`src/rtl/walk_lamp_driver_pkg.sv`:
```
`default_nettype none
// ============================================================================
//  Module      : walk_lamp_driver_pkg
//  Description : Shared state encoding, phase counter sizing and request
//                helpers for the crosswalk walk-lamp driver.
//  Revision    : 1.0 - initial release
// ============================================================================
package walk_lamp_driver_pkg;

  // State encoding shared by the FSM and anyone decoding it downstream.
  localparam int STATE_W = 2;
  typedef logic [STATE_W-1:0] state_t;

  localparam state_t RED    = 2'd0;
  localparam state_t GREEN  = 2'd1;
  localparam state_t ORANGE = 2'd2;
  localparam state_t FAULT  = 2'd3;

  // Phase duration counter sizing; it saturates rather than wrapping.
  localparam int              PHASE_W   = 8;
  localparam logic [PHASE_W-1:0] PHASE_MAX = 8'd255;

  // Width of the invalid-run and blink counters (parameters are 1..255).
  localparam int CNT_W = 8;

  // Pedestrian request vector as delivered by the control unit.
  typedef struct packed {
    logic green;
    logic orange;
    logic red;
  } ped_req_t;

  // A request vector is meaningful only when exactly one line is high.
  function automatic logic req_valid(input ped_req_t req);
    logic [1:0] ones;
    ones = {1'b0, req.green} + {1'b0, req.orange} + {1'b0, req.red};
    return (ones == 2'd1);
  endfunction

  // Map a valid request vector onto the state it asks for.
  function automatic state_t req_state(input ped_req_t req);
    state_t st;
    st = RED;
    if (req.green) begin
      st = GREEN;
    end else if (req.orange) begin
      st = ORANGE;
    end
    return st;
  endfunction

endpackage : walk_lamp_driver_pkg
`default_nettype wire

```
`src/rtl/walk_lamp_driver_if.sv`:
```
`default_nettype none
// ============================================================================
//  Module      : walk_lamp_driver_if
//  Description : Pedestrian request inputs and lamp/status outputs of the
//                walk-lamp driver, bundled as one interface.
//  Revision    : 1.0 - initial release
// ============================================================================
interface walk_lamp_driver_if;
  import walk_lamp_driver_pkg::*;

  // Requests from the crosswalk control unit.
  logic green_walk;
  logic orange_walk;
  logic red_hand;

  // Lamp drives and status back from the driver.
  logic               lamp_green;
  logic               lamp_orange;
  logic               lamp_red;
  logic               fault;
  logic [PHASE_W-1:0] phase_cycles;

  // Control-unit side: issues requests, observes lamps.
  modport master (
    output green_walk,
    output orange_walk,
    output red_hand,
    input  lamp_green,
    input  lamp_orange,
    input  lamp_red,
    input  fault,
    input  phase_cycles
  );

  // Driver side: consumes requests, drives lamps.
  modport slave (
    input  green_walk,
    input  orange_walk,
    input  red_hand,
    output lamp_green,
    output lamp_orange,
    output lamp_red,
    output fault,
    output phase_cycles
  );

endinterface : walk_lamp_driver_if
`default_nettype wire

```
`src/rtl/walk_lamp_driver_blink_timer.sv`:
```
`default_nettype none
// ============================================================================
//  Module      : blink_timer
//  Description : Orange-lamp blink generator. Level starts at 1 on restart,
//                toggles every BLINK_HALF enabled cycles and is forced low
//                (counter parked at 0) whenever neither input is active.
//  Revision    : 1.0 - initial release
// ============================================================================
module blink_timer
  import walk_lamp_driver_pkg::*;
#(
  parameter int BLINK_HALF = 2
) (
  input  logic clk,
  input  logic reset,
  input  logic enable,
  input  logic restart,
  output logic level
);

  // Terminal count of one half-period (counter runs 0..BLINK_HALF-1).
  localparam logic [CNT_W-1:0] HALF_LAST = CNT_W'(BLINK_HALF - 1);

  logic [CNT_W-1:0] count;
  logic             level_q;

  // Half-period counter and blink level; level low outside the orange phase
  // so it can drive the lamp directly as a register output.
  always_ff @(posedge clk) begin
    if (reset) begin
      count   <= '0;
      level_q <= 1'b0;
    end else if (restart) begin
      count   <= '0;
      level_q <= 1'b1;
    end else if (enable) begin
      if (count == HALF_LAST) begin
        count   <= '0;
        level_q <= ~level_q;
      end else begin
        count   <= count + CNT_W'(1);
      end
    end else begin
      count   <= '0;
      level_q <= 1'b0;
    end
  end

  assign level = level_q;

endmodule : blink_timer
`default_nettype wire

```
`src/rtl/walk_lamp_driver.sv`:
```
`default_nettype none
// ============================================================================
//  Module      : walk_lamp_driver
//  Description : Drives the physical walk lamps from the pedestrian request
//                lines, blinks orange during clearance, reports phase length
//                and latches a fail-safe fault on persistent bad requests.
//  Revision    : 1.0 - initial release
// ============================================================================
module walk_lamp_driver
  import walk_lamp_driver_pkg::*;
#(
  parameter int BLINK_HALF  = 2,
  parameter int FAULT_LIMIT = 3
) (
  input  logic               clk,
  input  logic               reset,
  walk_lamp_driver_if.slave  bus
);

  localparam logic [CNT_W-1:0] LIMIT = CNT_W'(FAULT_LIMIT);

  ped_req_t           req;
  logic               req_ok;
  state_t             state;
  state_t             next_state;
  logic [CNT_W-1:0]   invalid_cnt;
  logic [CNT_W-1:0]   invalid_next;
  logic [CNT_W-1:0]   invalid_inc;
  logic [PHASE_W-1:0] phase_q;
  logic [PHASE_W-1:0] phase_next;
  logic               green_d;
  logic               red_d;
  logic               fault_d;
  logic               green_q;
  logic               red_q;
  logic               fault_q;
  logic               blink_enable;
  logic               blink_restart;
  logic               blink_level;

  assign req.green  = bus.green_walk;
  assign req.orange = bus.orange_walk;
  assign req.red    = bus.red_hand;
  assign req_ok     = req_valid(req);
  assign invalid_inc = invalid_cnt + CNT_W'(1);

  // State register and invalid-run counter.
  always_ff @(posedge clk) begin
    if (reset) begin
      state       <= RED;
      invalid_cnt <= '0;
    end else begin
      state       <= next_state;
      invalid_cnt <= invalid_next;
    end
  end

  // Next-state logic: follow valid requests, hold on bad ones until the
  // run of bad vectors reaches the limit; FAULT never exits without reset.
  always_comb begin
    next_state   = state;
    invalid_next = invalid_cnt;
    if (state != FAULT) begin
      if (req_ok) begin
        next_state   = req_state(req);
        invalid_next = '0;
      end else begin
        invalid_next = invalid_inc;
        if (invalid_inc == LIMIT) begin
          next_state = FAULT;
        end
      end
    end
  end

  // Output decode from the upcoming state so lamps are registered with the
  // one-cycle latency from input sample to lamp.
  always_comb begin
    green_d       = 1'b0;
    red_d         = 1'b0;
    fault_d       = 1'b0;
    blink_enable  = 1'b0;
    blink_restart = 1'b0;
    case (next_state)
      RED:    red_d = 1'b1;
      GREEN:  green_d = 1'b1;
      ORANGE: begin
        blink_restart = (state != ORANGE);
        blink_enable  = (state == ORANGE);
      end
      default: begin
        red_d   = 1'b1;
        fault_d = 1'b1;
      end
    endcase
  end

  // Phase length: restart on any state change, otherwise count and saturate.
  always_comb begin
    phase_next = phase_q;
    if (next_state != state) begin
      phase_next = '0;
    end else if (phase_q != PHASE_MAX) begin
      phase_next = phase_q + PHASE_W'(1);
    end
  end

  // Lamp, fault and phase output registers.
  always_ff @(posedge clk) begin
    if (reset) begin
      green_q <= 1'b0;
      red_q   <= 1'b1;
      fault_q <= 1'b0;
      phase_q <= '0;
    end else begin
      green_q <= green_d;
      red_q   <= red_d;
      fault_q <= fault_d;
      phase_q <= phase_next;
    end
  end

  blink_timer #(
    .BLINK_HALF (BLINK_HALF)
  ) blink_timer_inst (
    .clk     (clk),
    .reset   (reset),
    .enable  (blink_enable),
    .restart (blink_restart),
    .level   (blink_level)
  );

  assign bus.lamp_green   = green_q;
  assign bus.lamp_orange  = blink_level;
  assign bus.lamp_red     = red_q;
  assign bus.fault        = fault_q;
  assign bus.phase_cycles = phase_q;

endmodule : walk_lamp_driver
`default_nettype wire

```
`src/flat_wrapper.sv`:
```
// flat-port wrapper written by rule: the top's interface ports become plain ports
module walk_lamp_driver_flat import walk_lamp_driver_pkg::*;
#(
  parameter int BLINK_HALF  = 2,
  parameter int FAULT_LIMIT = 3
)
  (clk, reset, bus_green_walk, bus_orange_walk, bus_red_hand, bus_lamp_green, bus_lamp_orange, bus_lamp_red, bus_fault, bus_phase_cycles);
  walk_lamp_driver_if bus_i ();
  input  logic clk;
  input  logic reset;
  input wire logic [$bits(bus_i.green_walk)-1:0] bus_green_walk;
  input wire logic [$bits(bus_i.orange_walk)-1:0] bus_orange_walk;
  input wire logic [$bits(bus_i.red_hand)-1:0] bus_red_hand;
  output wire logic [$bits(bus_i.lamp_green)-1:0] bus_lamp_green;
  output wire logic [$bits(bus_i.lamp_orange)-1:0] bus_lamp_orange;
  output wire logic [$bits(bus_i.lamp_red)-1:0] bus_lamp_red;
  output wire logic [$bits(bus_i.fault)-1:0] bus_fault;
  output wire logic [$bits(bus_i.phase_cycles)-1:0] bus_phase_cycles;
  assign bus_i.green_walk = bus_green_walk;
  assign bus_i.orange_walk = bus_orange_walk;
  assign bus_i.red_hand = bus_red_hand;
  assign bus_lamp_green = bus_i.lamp_green;
  assign bus_lamp_orange = bus_i.lamp_orange;
  assign bus_lamp_red = bus_i.lamp_red;
  assign bus_fault = bus_i.fault;
  assign bus_phase_cycles = bus_i.phase_cycles;
  walk_lamp_driver #(.BLINK_HALF(BLINK_HALF), .FAULT_LIMIT(FAULT_LIMIT)) u_core (.clk(clk), .reset(reset), .bus(bus_i));
endmodule
```
`config.mk`:
```
export PLATFORM = sky130hd
export DESIGN_NAME = walk_lamp_driver_flat
export DESIGN_NICKNAME = d
export VERILOG_FILES = /design/src/rtl/walk_lamp_driver_pkg.sv /design/src/rtl/walk_lamp_driver_if.sv /design/src/rtl/walk_lamp_driver_blink_timer.sv /design/src/rtl/walk_lamp_driver.sv /design/src/flat_wrapper.sv
export SDC_FILE = /design/constraint.sdc
export NUM_CORES = 1
export LEC_CHECK = 0
export CAP_MARGIN = 30
export CORE_UTILIZATION = 50
export DETAILED_ROUTE_END_ITERATION = 16
export GPL_TIMING_DRIVEN = 0
export PLACE_DENSITY = 0.72
export SLEW_MARGIN = 20
export SYNTH_ARGS = -nofsm -noshare
export SYNTH_HDL_FRONTEND = slang
export SYNTH_SLANG_ARGS = --single-unit
```
`constraint.sdc`:
```
create_clock -name clk -period 5.8 [get_ports clk]
set_input_delay 0.87 -clock clk [delete_from_list [all_inputs] [get_ports clk]]
set_output_delay 0.87 -clock clk [all_outputs]
set_load 0.03 [all_outputs]
```
==> metrics, run 1 <==
post-CTS setup buffer count=0; setup total negative slack=0 ns; clock sink total=30; slowest library cell on the worst path=sky130_fd_sc_hd__clkdlybuf4s50_1; number of enable flip-flop cells after synthesis=0; detail-routed via count per cell=between 5 and 6; Pins Over Slew Limit=0; placer congestion estimate=0.7586; clock tree root driver cell=sky130_fd_sc_hd__clkbuf_4; CTS tree=built; I/O Buffers=16; largest stage delay on the critical path=0.52 ns; Congestion Overflow GR=0; most repeated cell in the gate-level netlist after synthesis=sky130_fd_sc_hd__dfxtp_1; Hold Vio Cnt, Final=0; result of the run=finished, violations left; Area Overhead vs Synth=17.62%; number of nets produced by synthesis=203; PostCTS Resize Cnt=0; ranking of synthesized cells by instance count=30 x sky130_fd_sc_hd__dfxtp_1, 26 x sky130_fd_sc_hd__nor2_1, 20 x sky130_fd_sc_hd__nand2_1; final setup fails=0; data arrival time of the critical path=3.50 ns; type of the worst setup path=primary input to register; clock buffer count from CTS=5; synthesized cell area=between 1500 and 2000 um^2; per-instance average area after synthesis=slightly above 8 um^2; CP Data Required Time=6.02 ns; number of design rule violations left after detail routing=1; endpoint type of the worst setup path=register; top cell family by delay on the critical path=adder cells; YS warnings=0; initial detailed-routing violation count=68; 1st-pass router iterations=12; Longest Clk Path Bufs=2; placement-stage cell area=1768 um^2; Critical Path Source=bus_orange_walk; number of core rows=19; setup repair after global routing missed its margin=no; Primary FF master, synth=sky130_fd_sc_hd__dfxtp_1; number of antenna repair diodes=0; count of different cell masters after synthesis=45; source of the worst register-to-register timing path=u_core.invalid_cnt[0]$_SDFFE_PP0N_; placeable core area=2853 um^2; final clock period utilization by the worst path=56.58%; Horiz. Die Dim=58.02 um; wire length of the first global-routing pass=slightly above 5000 um; wire length per cell after detailed routing=12.23 um; share of the synthesized area in the top cell type=38.28%; top post-synthesis cells by area=sky130_fd_sc_hd__dfxtp_1 38%, sky130_fd_sc_hd__ha_1 6.4%, sky130_fd_sc_hd__nor2_1 6.2%; cell type with the largest total area after synthesis=sky130_fd_sc_hd__dfxtp_1; total routed wirelength=2983 um; number of antenna violations at the first check in global routing=0; global-route usage over all layers=about a fifth; Crit path buffers/inverters=2; count of mapped cells out of synthesis=189; layout cells sized above 1=7.981%; vias in the first global route=1244; total via count in the routed design=1339; launch instance of the worst min-delay path=u_core.blink_timer_inst.count[0]$_SDFF_PP0_; leakage component of the power=0.7097 nW; Top Ports=17; # fillers=266; Startpoint Class=primary input; final instance area=between 1500 and 2000 um^2; Storage cell area=about 600 um^2; CTS Hold Bufs=0; pin count of the biggest net entering global routing=11; register area share after synthesis=38.28%; violated checks=DRC; Max Clock Freq=304.7 MHz; cells along the critical path=clkdlybuf4s50_1, inv_1, fa_1, nand2b_1, a21oi_1, a21boi_0, a21oi_1, ha_1, nand3_1, nand2b_1, nor2_1; Least-Margin Pin Slew=0.5048 ns; HPWL after detailed placement=~2200 um; Post-Route Skew=approximately 0.0047 ns; final-stage net count=226; area used by multi-input combinational logic=924.6 um^2; cell area power density=269.3 nW/um^2; class of the tightest hold or removal check=register to register; number of violations of the max-capacitance limit=0; share of synthesized flip-flops with an asynchronous set or reset=0%; initial cell density of the core=55.00%; Die Y-Extent=58.02 um; number of flip-flops and latches in the synthesized netlist=30; Slew Limit Headroom=66.35%; H-tree lvl count=2; final critical delay including setup and external delays=3.281 ns; Crit Path Max Fanout=6; Worst IR Drop VDD=0.1732 mV; worst-skew pair later-pin latency=0.33 ns; floorplan die area=~3400 um^2; clock-pin slew of the registers on the worst-case setup and hold paths=0.09 ns; remaining antenna violation count after routing=0
flip-flops by register name, summed over array words and instances (netlist names):
| signal | flops |
|---|---|
| u_core.invalid_cnt | 8 |
| u_core.state | 2 |
| u_core.bus.fault | 1 |
| u_core.bus.phase_cycles | 8 |
| u_core.bus.lamp_red | 1 |
| u_core.blink_timer_inst.level | 1 |
| u_core.bus.lamp_green | 1 |
| u_core.blink_timer_inst.count | 8 |
area by class of cell:
cell class	count	share of cell area, %
Buffer	5	1.153
Clock buffer	5	2.034
Clock inverter	3	2.169
Inverter	6	1.220
Multi-Input combinational cell	148	50.10
Sequential cell	30	32.54
Tap cell	31	2.102
Timing Repair Buffer	16	8.678
report_power, final:
part           internal (mW)  switching [mW]  leakage [nW]
combinational         0.0460          0.0596         0.421
sequential             0.219          0.0113         0.244
clock                 0.0892          0.0725        0.0450
total                  0.354           0.143         0.710
cell families after synthesis:
group | after synthesis | share of synthesized area, %
buffers and inverters | 11 | 2.791
AOI/OAI and AO/OA | 33 | 13.64
muxes | 2 | 1.276
adders and majority gates | 9 | 7.656
and+or+nand+nor | 92 | 29.67
DFF | 30 | 38.28
xor gates and xnor gates | 12 | 6.699
metal layers:
| layer | GRT usage, % | vias up | share of wire (%) |
|---|---|---|---|
| met5 | 0 | - | 0 |
| met1 | 25.00 | 610 | 47 |
| met4 | 5.102 | 0 | 0.57 |
| met3 | 6.027 | 2 | 4.1 |
| met2 | 33.83 | 24 | 48 |
| li1 | - | 703 | - |
cells in the final DEF, fill, tap and decap left out, types with 2 or more instances in the layout:
master / count
sky130_fd_sc_hd__clkbuf_4: 5
sky130_fd_sc_hd__nand4_1: 2
sky130_fd_sc_hd__clkinv_2: 2
sky130_fd_sc_hd__inv_1: 6
sky130_fd_sc_hd__a21oi_1: 13
sky130_fd_sc_hd__nand3_1: 11
sky130_fd_sc_hd__xnor2_1: 5
sky130_fd_sc_hd__nand2_1: 20
sky130_fd_sc_hd__nor2b_1: 4
sky130_fd_sc_hd__or2_2: 2
sky130_fd_sc_hd__clkdlybuf4s50_1: 16
sky130_fd_sc_hd__or3_1: 2
sky130_fd_sc_hd__clkbuf_1: 2
sky130_fd_sc_hd__buf_2: 2
sky130_fd_sc_hd__dfxtp_1: 30
sky130_fd_sc_hd__nor4b_1: 2
sky130_fd_sc_hd__nand2b_1: 5
sky130_fd_sc_hd__ha_1: 8
sky130_fd_sc_hd__nor2_1: 26
sky130_fd_sc_hd__mux2i_1: 2
sky130_fd_sc_hd__and3_1: 5
sky130_fd_sc_hd__o21ai_0: 7
sky130_fd_sc_hd__xor2_1: 7
sky130_fd_sc_hd__nor3_1: 4
worst paths after layout:
kind	to	slack (ns)	cells past startpoint
worst max-delay path	u_core.blink_timer_inst.count[2]$_SDFF_PP0_	2.52	11
worst min-delay path	u_core.blink_timer_inst.count[0]$_SDFF_PP0_	0.48	1
worst max register to register	u_core.blink_timer_inst.count[2]$_SDFF_PP0_	3.21	10
worst min register to register	u_core.blink_timer_inst.count[0]$_SDFF_PP0_	0.48	1
worst register-to-register path, delay by kind of cell (launching register included):
family                     cells  cell delay, ns
adders and majority gates      2            0.50
AOI/OAI and AO/OA              2            0.49
and+or+nand+nor                6            1.09
DFF                            1            0.45
per-stage QoR:
| step | cells | util, % | total power, mW | hold WS [ns] | worst slack (ns) |
|---|---|---|---|---|---|
| after floorplan | 189 | - | 0.3067 | 0.4409 | 3.022 |
| after global placement | 236 | 61.97 | 0.3369 | 0.4641 | 2.261 |
| after detailed placement | 236 | 61.97 | 0.3405 | 0.4689 | 2.205 |
| after CTS | 244 | 64.69 | 0.5040 | 0.4918 | 2.565 |
| after global routing | 244 | 64.69 | 0.5272 | 0.5301 | 2.331 |
| final | 244 | 64.69 | 0.4971 | 0.4839 | 2.519 |
Note: power is estimated with default switching activity, not from simulation.
==> run 2: changes to the inputs <==
Clock period 5.8 ns to 3.2 ns, I/O delays scaled along.
==> results of run 2 <==
Same layout as run 1 (identical final DEF). Status: finished, violations left: DRC.
Among the figures that moved: setup slack after placement 2.205 ns -> -0.004758 ns; setup slack after layout 2.519 ns -> 0.3085 ns; register-to-register setup slack 3.21 ns -> 0.61 ns; total power 0.4971 mW -> 0.9010 mW; worst IR drop on VDD 0.1732 mV -> 0.3139 mV
